--- src/rtl/regfile_writeback.sv ---
// -----------------------------------------------------------------------------
// regfile_writeback
//
// Write-back front end for the register file. Two producers (single-cycle ALU
// results and load results) each feed a one-entry slot. A round-robin arbiter
// picks at most one full slot per cycle, and the chosen result is registered
// onto the register-file write port. A per-register busy scoreboard tracks
// destinations reserved by the issue stage until their write is issued.
//
// Handshake: a transfer happens on a rising edge where xValid && xReady.
// xReady is high when the slot is empty or is being drained this same cycle,
// so each producer can sustain one transfer per cycle.
//
// Ports:
//   clk       rising-edge clock
//   nReset    asynchronous active-low reset
//   aluValid  ALU result valid           aluReady  ALU slot can accept
//   aluDst    ALU destination register   aluData   ALU result
//   memValid  load result valid          memReady  load slot can accept
//   memDst    load destination register  memData   load result
//   resvValid issue stage reserves resvDst
//   resvDst   reserved destination register
//   rfWe      register-file write enable (registered)
//   rfDst     register-file write index (registered)
//   rfData    register-file write data (registered)
//   busy      bit i set = write to register i pending; bit 0 always 0
// -----------------------------------------------------------------------------
module regfile_writeback #(
    parameter int WordSize = 32
) (
    input  logic                clk,
    input  logic                nReset,
    input  logic                aluValid,
    output logic                aluReady,
    input  logic [4:0]          aluDst,
    input  logic [WordSize-1:0] aluData,
    input  logic                memValid,
    output logic                memReady,
    input  logic [4:0]          memDst,
    input  logic [WordSize-1:0] memData,
    input  logic                resvValid,
    input  logic [4:0]          resvDst,
    output logic                rfWe,
    output logic [4:0]          rfDst,
    output logic [WordSize-1:0] rfData,
    output logic [31:0]         busy
);

    // ALU slot
    logic                r_alu_full;
    logic [4:0]          r_alu_dst;
    logic [WordSize-1:0] r_alu_data;
    // load slot
    logic                r_mem_full;
    logic [4:0]          r_mem_dst;
    logic [WordSize-1:0] r_mem_data;
    // 1 = ALU was granted most recently
    logic                r_last_alu;
    // write port and scoreboard
    logic                r_rf_we;
    logic [4:0]          r_rf_dst;
    logic [WordSize-1:0] r_rf_data;
    logic [31:0]         r_busy;

    logic                w_alu_grant;
    logic                w_mem_grant;
    logic                w_alu_acc;
    logic                w_mem_acc;
    logic [4:0]          w_grant_dst;
    logic [WordSize-1:0] w_grant_data;
    logic [31:0]         w_busy_nxt;

    // On a tie the source that did not win last time is chosen.
    always_comb begin
        w_alu_grant = r_alu_full && (!r_mem_full || !r_last_alu);
        w_mem_grant = r_mem_full && (!r_alu_full ||  r_last_alu);
    end

    assign aluReady  = !r_alu_full || w_alu_grant;
    assign memReady  = !r_mem_full || w_mem_grant;
    assign w_alu_acc = aluValid && aluReady;
    assign w_mem_acc = memValid && memReady;

    always_comb begin
        w_grant_dst  = r_mem_dst;
        w_grant_data = r_mem_data;
        if (w_alu_grant) begin
            w_grant_dst  = r_alu_dst;
            w_grant_data = r_alu_data;
        end
    end

    // Set is applied after clear so a reservation wins a same-edge collision.
    always_comb begin
        w_busy_nxt = r_busy;
        if (r_rf_we) begin
            w_busy_nxt[r_rf_dst] = 1'b0;
        end
        if (resvValid && (resvDst != 5'd0)) begin
            w_busy_nxt[resvDst] = 1'b1;
        end
        w_busy_nxt[0] = 1'b0;
    end

    // Slots: a transfer to register 0 completes but leaves the slot empty,
    // so the result is dropped. A new entry overrides a same-cycle drain.
    always_ff @(posedge clk or negedge nReset) begin
        if (!nReset) begin
            r_alu_full <= 1'b0;
            r_alu_dst  <= 5'd0;
            r_alu_data <= '0;
            r_mem_full <= 1'b0;
            r_mem_dst  <= 5'd0;
            r_mem_data <= '0;
        end else begin
            if (w_alu_acc && (aluDst != 5'd0)) begin
                r_alu_full <= 1'b1;
                r_alu_dst  <= aluDst;
                r_alu_data <= aluData;
            end else if (w_alu_grant) begin
                r_alu_full <= 1'b0;
            end
            if (w_mem_acc && (memDst != 5'd0)) begin
                r_mem_full <= 1'b1;
                r_mem_dst  <= memDst;
                r_mem_data <= memData;
            end else if (w_mem_grant) begin
                r_mem_full <= 1'b0;
            end
        end
    end

    // Output stage, arbitration pointer and scoreboard.
    // Reset pointer = ALU so the load path wins the first tie.
    always_ff @(posedge clk or negedge nReset) begin
        if (!nReset) begin
            r_last_alu <= 1'b1;
            r_rf_we    <= 1'b0;
            r_rf_dst   <= 5'd0;
            r_rf_data  <= '0;
            r_busy     <= '0;
        end else begin
            r_rf_we <= w_alu_grant || w_mem_grant;
            if (w_alu_grant || w_mem_grant) begin
                r_rf_dst   <= w_grant_dst;
                r_rf_data  <= w_grant_data;
                r_last_alu <= w_alu_grant;
            end
            r_busy <= w_busy_nxt;
        end
    end

    assign rfWe   = r_rf_we;
    assign rfDst  = r_rf_dst;
    assign rfData = r_rf_data;
    assign busy   = r_busy;

endmodule

--- config.mk ---
export PLATFORM = sky130hd
export DESIGN_NAME = regfile_writeback
export DESIGN_NICKNAME = d
export VERILOG_FILES = /design/src/rtl/regfile_writeback.sv
export SDC_FILE = /design/constraint.sdc
export NUM_CORES = 1
export LEC_CHECK = 0
export ABC_AREA = 1
export CAP_MARGIN = 40
export CORE_ASPECT_RATIO = 1.1
export CORE_MARGIN = 2
export CORE_UTILIZATION = 30
export DETAILED_ROUTE_END_ITERATION = 16
export PLACE_DENSITY = 0.5
export SKIP_CTS_REPAIR_TIMING = 1
export SLEW_MARGIN = 20
export SYNTH_ARGS = -nofsm -noshare
export SYNTH_HDL_FRONTEND = slang
export SYNTH_SLANG_ARGS = --single-unit
--- constraint.sdc ---
create_clock -name clk -period 1.7 [get_ports clk]
set_input_delay 0.51 -clock clk [delete_from_list [all_inputs] [get_ports clk]]
set_output_delay 0.51 -clock clk [all_outputs]
set_load 0.01 [all_outputs]
=== After elaboration in Yosys (flattened, before gate mapping) ===
Index checks and enable logic that the tools add are counted.

* Register bits: 146
* Input port bits: 84
* Output and inout port bits: 72
* Logic and storage cells: 52

* Magnitude comparators: 4
* Multiplexer cells: 12
* Bitwise operators: 3
* Reduce and logical (&&, ||, !) cells: 22

{| class="wikitable"
|+ Operator list
! operator !! number
|-
| two-way mux 32 bit || 3
|-
| AND 32 bit || 1
|-
| inverter 32 bit || 1
|-
| OR 32 bit || 1
|-
| nonzero test 5 bit || 3
|-
| < comparator 5 x 6 -> 1 bit (second input constant) || 2
|-
| demux 1 bit (select 5 bit) || 2
|-
| >= comparator 5 x 1 -> 1 bit (second input constant) || 2
|-
| logical AND 1 bit || 9
|-
| two-way mux 1 bit || 6
|-
| logical OR 1 bit || 5
|-
| two-way mux 5 bit || 1
|-
| nonzero test 2 bit || 2
|-
| zero test 1 bit || 3
|}

=== Depth between registers and ports, before layout ===
* Depth in word-level cells: 9
* Depth in mapped cells: 9

=== Least setup slack after synthesis ===
Ideal clock, no wire load.

* Path kind: input port to flip-flop
* Start point: input resvDst[2]
* End point: register r_busy[11], in the netlist busy[11]
* Library setup time: 0.130 ns
* Arrival: 1.221 ns
* Setup slack: 0.349 ns
* Stages: 6
* Path through: buf_2 > inv_1 > nand3_1 > nand2_1 > clkbuf_1 > o21ai_0

* Word-level cells in the longest chain between the ends: 6

{| class="wikitable"
|+ RTL lines
! item !! line !! RTL
|-
| start: declaration || 42 || <nowiki>input logic [4:0] resvDst,</nowiki>
|-
| < comparator 5 x 6 -> 1 bit (not written as such) or >= comparator 5 x 1 -> 1 bit (tied branches) || 100 || <nowiki>w_busy_nxt[resvDst] = 1'b1;</nowiki>
|-
| logical AND 1 bit (not written as such) || 100 ||
|-
| two-way mux 1 bit (not written as such) || 100 ||
|-
| demux 1 bit (select 5 bit) || 100 ||
|-
| OR 32 bit (no line) || -- ||
|-
| two-way mux 32 bit (*) || 99 || <nowiki>if (resvValid && (resvDst != 5'd0)) begin</nowiki>
|-
| via w_busy_nxt[11] || 71 || <nowiki>logic [31:0] w_busy_nxt;</nowiki>
|-
| end signal: assignment || 149 || <nowiki>r_busy <= w_busy_nxt;</nowiki>
|-
| end: declaration || 63 || <nowiki>logic [31:0] r_busy;</nowiki>
|}

Mark *: on every way through the listed nets, which the timed path passes. The rest lies on a longest branch.
A chain may end at the register's enable or synchronous reset.

=== Worst setup path after layout ===
* Start point: register r_last_alu
* End point: output aluReady

* Word-level cells in the longest chain between the ends: 4

{| class="wikitable"
|+ RTL lines
! item !! line !! RTL
|-
| start: declaration || 58 || <nowiki>logic r_last_alu;</nowiki>
|-
| start signal: assignment || 147 || <nowiki>r_last_alu <= w_alu_grant;</nowiki>
|-
| zero test 1 bit || 75 || <nowiki>w_alu_grant = r_alu_full && (!r_mem_full || !r_last_alu);</nowiki>
|-
| logical OR 1 bit || 75 ||
|-
| logical AND 1 bit || 75 ||
|-
| logical OR 1 bit || 79 || <nowiki>assign aluReady = !r_alu_full || w_alu_grant;</nowiki>
|-
| end: declaration || 34 || <nowiki>output logic aluReady,</nowiki>
|}

Every way passes these cells.

==> results_dict.tcl <==
set metrics [dict create \
    cts_tree "done" \
    finalHoldViolations 0 \
    violations "negative setup slack" \
    die_w_um 143.3 \
    route.vias.total 5737 \
    die_area_mm2 0.02254 \
    fillers 2162 \
    r2r-start "r_last_alu" \
    area_delta_synth_final_pct 46.62 \
    max_cap_viol_count 0 \
    reg2reg_to "r_alu_data[1]" \
    diodes 0 \
    clkSinkCount 146 \
    fmax_mhz 575.0 \
    drv_slew 0 \
    setup_violations 2 \
    grt_first_pass_wirelength_um 31310 \
    synthesis.area_mm2 0.006406 \
    hold_ws_ns 0.4654 \
    cts_max_path_buffers 2 \
    internal_power_mw 10.01 \
    setup_ws_ns -0.03924 \
    rrSetupSlack_ns 0.22 \
    grt.total_usage_pct 18.14 \
    synthXorXnorAreaFrac_pct 0 \
    final_cells 1260 \
    min-delay-start "rfData[29]" \
    layout_min_cycle_time_ns 1.739 \
    ctsHtreeMaxLevel 4 \
    endpoint_kind "primary output" \
    final_util_pct 44.39 \
    status "finished, violations left" \
    drtIter0Drc 300 \
    ys_ff_latch 146 \
    dr.pass1.iters 4 \
    cts_buffers 17 \
    port_buffers 154 \
    whs_endpoint "rfData[29]" \
    antenna_found_initial 1 \
    synth_cells 771 \
    synthDistinctLibCells 20 \
    synth-simple-area-share_pct 32.07 \
    ys_seq_area_share_pct 57.05 \
    layout.nets 1041 \
    rsz0062_at_grt "yes" \
    core_area_mm2 0.02116 \
    p_leak_nw 5.152 \
    synth_fa_ha_area_share_pct 0 \
    die_h_um 157.3 \
    post-route-period-util_pct 102.3 \
    required_ns 1.19 \
    p_switching_mw 5.423 \
    ant_nets 0 \
    hold_path_depth 2 \
    viasPerCell 4.553 \
    synthesis.nets 855 \
    grt_remaining_overflow 0 \
    grt_max_degree 41 \
    routed_wl_um 19600 \
    syn_area_per_cell_um2 8.309 \
    synth_compound_area_share_pct 5.391 \
    ios 156 \
    critPathKind "reg -> out" \
    cellPowerDensity_mw_per_mm2 1643 \
    worstSetupStartpointType "register" \
    drive_above_1_share_pct 10.82 \
    arrival_ns 1.23 \
    start_util_pct 30.27 \
    path_max_fanout 3 \
    slowest_delay_ns 0.56 \
    wl_per_cell_um 15.56 \
    synthMuxAreaShare_pct 0 \
    gp_congestion 0.8303 \
    fin_skew_ns 0.01012 \
    r2r_cells 8 \
    seqPwrFrac_pct 35.9 \
    crit_chain "nand3_2 -> buf_6" \
    rows 56 \
    drc 0 \
    dpl.cell_count 1226 \
    dp_hpwl_um 13830 \
    total_power_mw 15.44 \
    comb_power_share_pct 36.7 \
    synth_top_family_by_area "simple AND/OR/NAND/NOR gates" \
    swShare_pct 35.13 \
    hp-class "reg -> reg" \
    pwr-share-clk_pct 27.4 \
    path_clk_slew_ns 0.06 \
    clock-root-buffer "clkbuf_16" \
    ys_warn_count 0 \
    first_global_vias 5836 \
    slowest_stage "dfstp_2" \
    vdd_drop_max_v 0.0008503 \
    insertion_delay_ns 0.42 \
]
## critical path: cells and delay by family, from the launching register on
family        cells  cell delay [ns]
flops             1             0.56
buf+inv           1             0.14
simple gates      1             0.11
## metrics by stage
step | worst slack [ns] | setup TNS, ns | cell area, um2
6_report | -0.03924 | -0.06476 | 9393
5_1_grt | -0.08483 | -0.1696 | 9393
4_1_cts | -0.4999 | -11.21 | 9199
3_5_place_dp | -0.1696 | -11.49 | 8532
3_3_place_gp | -0.1468 | -10.44 | 8532
2_1_floorplan | 0.3490 | 0 | 6406
## power groups by stage
stage / Clock, mW / Sequential, mW / Combinational, mW
detailed placement: 0 / 5.62 / 5.94
floorplan: 0 / 5.80 / 2.71
global route: 4.49 / 5.70 / 6.44
finish: 4.23 / 5.54 / 5.67
global placement: 0 / 5.63 / 5.87
CTS: 4.30 / 5.58 / 5.95
## layer usage
layer	track usage (%)	share of wire, %	up-vias
li1	-	-	2856
met3	4.046	5.0	19
met4	4.995	1.3	0
met5	0	0	-
met1	23.88	45	2710
met2	30.17	48	152
## worst max path at each step
| stage | slack (ns) | end | start | depth (start not counted) |
|---|---|---|---|---|
| floorplan | 0.35 | busy[11] | resvDst[2] | 6 |
| global placement | -0.15 | busy[11] | resvDst[3] | 5 |
| detailed placement | -0.17 | r_alu_data[13] | aluDst[3] | 7 |
| CTS | -0.50 | memReady | r_last_alu | 3 |
| global route | -0.08 | aluReady | r_last_alu | 2 |
| finish | -0.04 | aluReady | r_last_alu | 2 |
## sequential cells by signal (all words and copies together), names as in the netlist
signal,flops
busy,31
r_alu_data,32
r_alu_dst,5
r_alu_full,1
r_last_alu,1
r_mem_data,32
r_mem_dst,5
r_mem_full,1
rfData,32
rfDst,5
rfWe,1
## cell type report
type / count / area (um2) / area share [%]
clock buffer: 20 / 466.7 / 4.969
clock inverter: 12 / 200.2 / 2.131
inverter: 18 / 70.07 / 0.7460
multi-input combinational: 563 / 2404 / 25.59
sequential: 146 / 3657 / 38.94
tap: 290 / 362.8 / 3.863
timing repair buffer: 211 / 2232 / 23.76
## cells in the mapped netlist
cell	n	share of area, %
inv_1	14	0.82
nor3_1	2	0.16
nand2_1	348	20
buf_2	20	1.6
conb_1	1	0.059
dfstp_2	1	0.41
nand2_2	4	0.39
nand3_1	121	9.5
nor2_4	1	0.18
inv_2	4	0.23
clkbuf_1	8	0.47
o21ai_0	63	4.9
buf_4	8	0.94
dfrtp_1	145	57
buf_6	8	1.4
nand4_1	2	0.20
nor2_1	9	0.53
nand3_2	2	0.31
o21ai_1	6	0.47
nand3b_1	4	0.47
## cells in the final DEF (no fill, tap or decap), types with 2 or more instances in the layout
cell,instances
nand2_1,348
dfrtp_1,143
nand3_1,121
clkdlybuf4s50_1,82
dlymetal6s2s_1,69
o21ai_0,63
buf_4,50
clkbuf_16,17
inv_1,14
nor2_1,9
buf_12,7
o21ai_1,6
bufinv_16,5
nand3b_1,4
nand2_2,4
inv_2,3
clkbuf_8,3
clkinvlp_4,3
nor3_1,2
nand4_1,2
nand3_2,2
inv_6,2
clkinv_2,2
buf_6,2
dfrtp_2,2
## kinds of logic (layout without fill, tap and decap cells)
group,Yosys count,in the layout
AOI/OAI and AO/OA,69,69
buffers and inverters,62,261
DFF,146,146
other,1,1
and+or+nand+nor,493,493
Power figures use the tool's default switching activity.
